## config.mk

```make
export PLATFORM = sky130hd
export DESIGN_NAME = maxnet_frame_loader
export DESIGN_NICKNAME = d
export VERILOG_FILES = /design/src/rtl/maxnet_frame_loader.sv
export SDC_FILE = /design/constraint.sdc
export NUM_CORES = 1
export LEC_CHECK = 0
export ABC_AREA = 1
export BUFFER_PORTS_ARGS = -buffer_cell sky130_fd_sc_hd__buf_2
export CORE_MARGIN = 4
export CORE_UTILIZATION = 49
export DETAILED_ROUTE_END_ITERATION = 16
export PLACE_DENSITY_LB_ADDON = 0.12
export SYNTH_ARGS = -nofsm -noshare
export SYNTH_HDL_FRONTEND = slang
export SYNTH_SLANG_ARGS = --single-unit
```

## constraint.sdc

```tcl
create_clock -name clk -period 1.9 [get_ports clk]
set_input_delay 0.19 -clock clk [delete_from_list [all_inputs] [get_ports clk]]
set_output_delay 0.19 -clock clk [all_outputs]
set_load 0.02 [all_outputs]
```

## src/rtl/maxnet_frame_loader.sv

```systemverilog
// Loader for the Maxnet data memory. It writes one frame of words into memory,
// pulses start, then hands the winning value to a valid/ready result port.
module maxnet_frame_loader #(
  parameter int unsigned N_WORDS = 4,
  parameter int unsigned TIMEOUT = 1024
) (
  input  logic        clk,
  input  logic        rst,
  input  logic        in_valid,
  input  logic [31:0] in_data,
  output logic        in_ready,
  output logic        mem_wr_en,
  output logic [$clog2(N_WORDS)-1:0] mem_wr_addr,
  output logic [31:0] mem_wr_data,
  output logic        mx_start,
  input  logic        mx_done,
  input  logic [31:0] mx_result,
  output logic        res_valid,
  output logic [31:0] res_data,
  input  logic        res_ready,
  output logic        busy,
  output logic        err_timeout
);

  localparam int unsigned AW = $clog2(N_WORDS);
  localparam int unsigned WW = $clog2(TIMEOUT + 1);

  typedef enum logic [1:0] {StLoad, StStart, StWait, StResult} state_e;

  state_e          r_state, w_state_d;
  logic [AW-1:0]   r_cnt, w_cnt_d;
  logic [WW-1:0]   r_wd, w_wd_d, w_wd_inc;
  logic            r_in_ready, w_in_ready_d;
  logic            r_wr_en, w_wr_en_d;
  logic [AW-1:0]   r_wr_addr, w_wr_addr_d;
  logic [31:0]     r_wr_data, w_wr_data_d;
  logic            r_start, w_start_d;
  logic            r_res_valid, w_res_valid_d;
  logic [31:0]     r_res_data, w_res_data_d;
  logic            r_busy, w_busy_d;
  logic            r_err, w_err_d;

  assign w_wd_inc = r_wd + 1'b1;

  always_comb begin
    w_state_d     = r_state;
    w_cnt_d       = r_cnt;
    w_wd_d        = r_wd;
    w_in_ready_d  = r_in_ready;
    w_wr_en_d     = 1'b0;
    w_wr_addr_d   = r_wr_addr;
    w_wr_data_d   = r_wr_data;
    w_start_d     = 1'b0;
    w_res_valid_d = r_res_valid;
    w_res_data_d  = r_res_data;
    w_busy_d      = r_busy;
    w_err_d       = r_err;
    unique case (r_state)
      StLoad: begin
        if (in_valid && r_in_ready) begin
          w_wr_en_d   = 1'b1;
          w_wr_addr_d = r_cnt;
          w_wr_data_d = in_data;
          w_err_d     = 1'b0;
          if (r_cnt == AW'(N_WORDS - 1)) begin
            w_cnt_d      = '0;
            w_in_ready_d = 1'b0;
            w_busy_d     = 1'b1;
            w_state_d    = StStart;
          end else begin
            w_cnt_d = r_cnt + 1'b1;
          end
        end
      end
      // The last write is already on the memory port, so start trails it by one cycle.
      StStart: begin
        w_start_d = 1'b1;
        w_wd_d    = '0;
        w_state_d = StWait;
      end
      StWait: begin
        if (mx_done) begin
          w_res_data_d  = mx_result;
          w_res_valid_d = 1'b1;
          w_state_d     = StResult;
        end else if (w_wd_inc == WW'(TIMEOUT)) begin
          w_err_d      = 1'b1;
          w_in_ready_d = 1'b1;
          w_busy_d     = 1'b0;
          w_state_d    = StLoad;
        end else begin
          w_wd_d = w_wd_inc;
        end
      end
      StResult: begin
        if (r_res_valid && res_ready) begin
          w_res_valid_d = 1'b0;
          w_in_ready_d  = 1'b1;
          w_busy_d      = 1'b0;
          w_state_d     = StLoad;
        end
      end
      default: w_state_d = StLoad;
    endcase
  end

  always_ff @(posedge clk or negedge rst) begin
    if (!rst) begin
      r_state     <= StLoad;
      r_cnt       <= '0;
      r_wd        <= '0;
      r_in_ready  <= 1'b1;
      r_wr_en     <= 1'b0;
      r_wr_addr   <= '0;
      r_wr_data   <= '0;
      r_start     <= 1'b0;
      r_res_valid <= 1'b0;
      r_res_data  <= '0;
      r_busy      <= 1'b0;
      r_err       <= 1'b0;
    end else begin
      r_state     <= w_state_d;
      r_cnt       <= w_cnt_d;
      r_wd        <= w_wd_d;
      r_in_ready  <= w_in_ready_d;
      r_wr_en     <= w_wr_en_d;
      r_wr_addr   <= w_wr_addr_d;
      r_wr_data   <= w_wr_data_d;
      r_start     <= w_start_d;
      r_res_valid <= w_res_valid_d;
      r_res_data  <= w_res_data_d;
      r_busy      <= w_busy_d;
      r_err       <= w_err_d;
    end
  end

  assign in_ready    = r_in_ready;
  assign mem_wr_en   = r_wr_en;
  assign mem_wr_addr = r_wr_addr;
  assign mem_wr_data = r_wr_data;
  assign mx_start    = r_start;
  assign res_valid   = r_res_valid;
  assign res_data    = r_res_data;
  assign busy        = r_busy;
  assign err_timeout = r_err;

endmodule

```

==> run_results.csv <==
group,metric,value,unit
run_status,outcome,"completed",
power_and_ir_drop,p_int,2.456,mW
clock_network,cts-buffers-inserted,9,
timing,skew,8.880,ps
setup_path,r2r_cells,10,
timing,drv_slew,0,
timing,timing.hold.ws,24.89,ps
timing,tightest_slew,388.0,ps
setup_path,rr_endpoint,"r_wd[2]$_DFFE_PN0P_",
run,cap_viol_max_count,0,
setup_path,rr_startpoint,"r_wd[3]$_DFFE_PN0P_",
clock_network,cts_tree,"built",
finish,n_antenna_cell,0,
synthesis,yosysSeqAreaShare,0.5831,
placement,hpwlAfterDp,6.340,mm
floorplanning,design.die.area,9086,um2
global_routing,grt_max_degree,48,
clock_network,clk_pin_slew,90,ps
timing,min_period,1815,ps
synthesis,synth_common_cells,"nand2_1, dfrtp_1, nand3_1",
route,vias,3351,
power_and_ir_drop,clockPowerShare,0.349,
synthesis,synth_edf_count,0,
timing,setup_tns,0,ps
finish,fill_cells,658,
min_path,whs_path_depth,3,
power_and_ir_drop,vdd_drop_max,0.4291,mV
finish,syn2layout_area_growth,30.54,%
floorplanning,core.rowCount,31,
global_routing,gr-usage-all-layers,0.1983,
floorplanning,dieWidth,95.32,um
finish,utilization,0.6653,
synthesis,yosys_warnings,0,
placement,portBuffers,140,
synthesis,synth_cell_types,25,
synthesis,syn_inst,451,
finish,multiInputGateArea,1493,um2
synthesis,synth_area_leaders,"dfrtp_1, nand2_1, nand3_1, ha_1, inv_1",
timing,hold_violations,0,
min_path,min_path_type,"in2reg",
timing,max_freq,550.8,MHz
setup_path,worst-setup-path-type,"reg2reg",
min_path,whs_endpoint,"res_data[15]$_DFFE_PN0P_",
global_routing,grt_first_pass_wirelength,14.09,mm
placement,gp_congestion,0.8443,
route,drc,0,
finish,final-seq-area,2180,um2
floorplanning,start_util,0.5096,
setup_path,critPathMaxFanout,6,
setup_path,worst_setup_path_start_kind,"flop",
floorplanning,die_h,95.32,um
setup_path,endpoint_kind,"flop",
power_and_ir_drop,p_per_area,671.6,nW/um2
setup_path,crit_required,2140,ps
timing,worst_slack,84.57,ps
placement,dp_cells,686,
route,ant_nets,0,
synthesis,syn_area,3736,um2
route,drt_iter0_drc,134,
synthesis,synth.most_common_cell,"nand2_1",
timing,fin_crit_sh,0.9555,
placement,place_ws,85.70,ps
finish,layout-drive-gt1-share,0.3147,
route,wl,8.990,mm
synthesis,ys_ff_latch,87,
route,wl_per_cell,12.73,um
power_and_ir_drop,p_sw,0.8191,mW
finish,final_cells,706,
synthesis,synth_nets,526,
power_and_ir_drop,pwr-share-seq,0.581,
clock_network,clock_latency,350,ps
clock_network,htree_levels,3,
synthesis,ys_async_sr_fraction,1.000,
power_and_ir_drop,p_leak,2.863,nW
setup_path,reg2reg_slack,80,ps
route,via_per_inst,4.746,
global_routing,grt_antenna_before_repair,0,
power_and_ir_drop,comb_power_share,0.069,
global_routing,grt_pass1_vias,3186,
clock_network,root_buffer,"clkbuf_8",
global_routing,grt-ovfl-total,0,
floorplanning,core_area,7331,um2
synthesis,netlist.area_leader.share,0.5760,
timing,setup-violations-final,0,
setup_path,crit_arrival,2060,ps
min_path,holdCritStartpoint,"mx_result[15]",
clock_network,clockBufferDepth,2,
finish,final_nets,678,
route,firstDrtPassIters,4,
synthesis,synth_top_area_cell,"dfrtp_1",
synthesis,synth_ff_type,"dfrtp_1",
clock_network,clock-sinks,87,
synthesis,syn_avg_cell_area,8.284,um2
timing,slew_headroom,0.7407,
floorplanning,ios,141,
power_and_ir_drop,p_sw_frac,0.2501,
[power groups by stage]
stage / Clock, mW / Combinational (mW) / Sequential [mW]
finish: 1.14 / 0.227 / 1.90
global route: 1.25 / 0.256 / 1.91
CTS: 1.18 / 0.233 / 1.90
detailed placement: 0 / 0.231 / 1.94
global placement: 0 / 0.228 / 1.94
floorplan: 0 / 0.0268 / 1.99
[cell usage in the layout, fill, tap and decap left out]
cell           instances
nand2_1              253
buf_2                139
dfrtp_1               85
nand3_1               22
inv_1                 18
buf_4                 15
nor2_1                10
clkbuf_8               9
nand4_1                6
o21ai_0                5
ha_1                   5
a21oi_1                4
nand2_2                4
nor2_4                 4
clkinvlp_4             3
nand3_4                2
nand3_2                2
o21bai_1               2
nand3b_1               2
or2_2                  2
nor3_2                 1
xor2_1                 1
nor2_2                 1
a21oi_4                1
nand2_4                1
clkinv_1               1
o21ai_1                1
ha_4                   1
clkinv_2               1
clkinv_4               1
inv_8                  1
dlygate4sd3_1          1
dfstp_2                1
buf_12                 1
dfrtp_2                1
[registers in the layout (all words and copies together) (netlist names)]
name         cells
busy             1
err_timeout      1
in_ready         1
mem_wr_addr      2
mem_wr_data     32
mem_wr_en        1
mx_start         1
r_cnt            2
r_state          2
r_wd            11
res_data        32
res_valid        1
[critical path: stages, from the launching register on]
cell and delay [ps]:
dfrtp_1 510, nand2_2 150, nor2_1 170, nand2_1 70, nand2_1 60, nand2_1 100
nor2_4 180, nand3_4 150, buf_4 190, nand4_1 70, nand2_1 60
[final cells by class]
class                           instances  area share
Clock inverter                          6    0.009749
Inverter                               19     0.01462
Timing Repair Buffer                  156      0.1719
Tap cell                               99     0.02540
Clock buffer                            9     0.02540
Sequential cell                        87      0.4469
Multi-Input combinational cell        330      0.3061
[stage by stage]
stage	power, mW	cell area (um2)
2_1_floorplan	2.015	3736
3_3_place_gp	2.169	4603
3_5_place_dp	2.172	4603
4_1_cts	3.317	4785
5_1_grt	3.414	4877
6_report	3.275	4877
[worst max-delay path by stage]
stage	startpoint	endpoint	slack, ps	depth (start not counted)
2_1_floorplan	r_state[0]$_DFFE_PN0P_	mem_wr_addr[0]$_DFFE_PN0P_	270	8
3_3_place_gp	r_wd[0]$_DFFE_PN0P_	r_state[1]$_DFFE_PN0P_	170	12
3_5_place_dp	r_wd[0]$_DFFE_PN0P_	r_state[1]$_DFFE_PN0P_	90	12
4_1_cts	r_wd[0]$_DFFE_PN0P_	r_state[1]$_DFFE_PN0P_	4	12
5_1_grt	r_wd[1]$_DFFE_PN0P_	r_state[1]$_DFFE_PN0P_	-70	12
6_report	r_wd[3]$_DFFE_PN0P_	r_wd[2]$_DFFE_PN0P_	80	10
[per-layer routing]
layer  track usage  share of wire  wire length, um  up-vias
li1              -              -                -     1699
met1        0.2475           0.42             3751     1525
met2        0.3166           0.47             4216      112
met3       0.06472          0.093              836       15
met4       0.08413          0.021              186        0
met5             0              0                0        -
[timing repair]
action,CTS,global route
buffers inserted,0,2
hold buffers,1,0
resized for setup,0,12
endpoints found under the setup margin,0,15
endpoints found under the hold margin,16,0
[cells by family after synthesis]
logic type               share of synthesized area
AND/OR/NAND/NOR                             0.3356
flip-flops                                  0.5831
buffers and inverters                      0.03918
AO/OA/AOI/OAI                              0.01976
adder cells (fa/ha/maj)                    0.02009
XOR/XNOR                                  0.002345
Power figures use the tool's default switching activity.
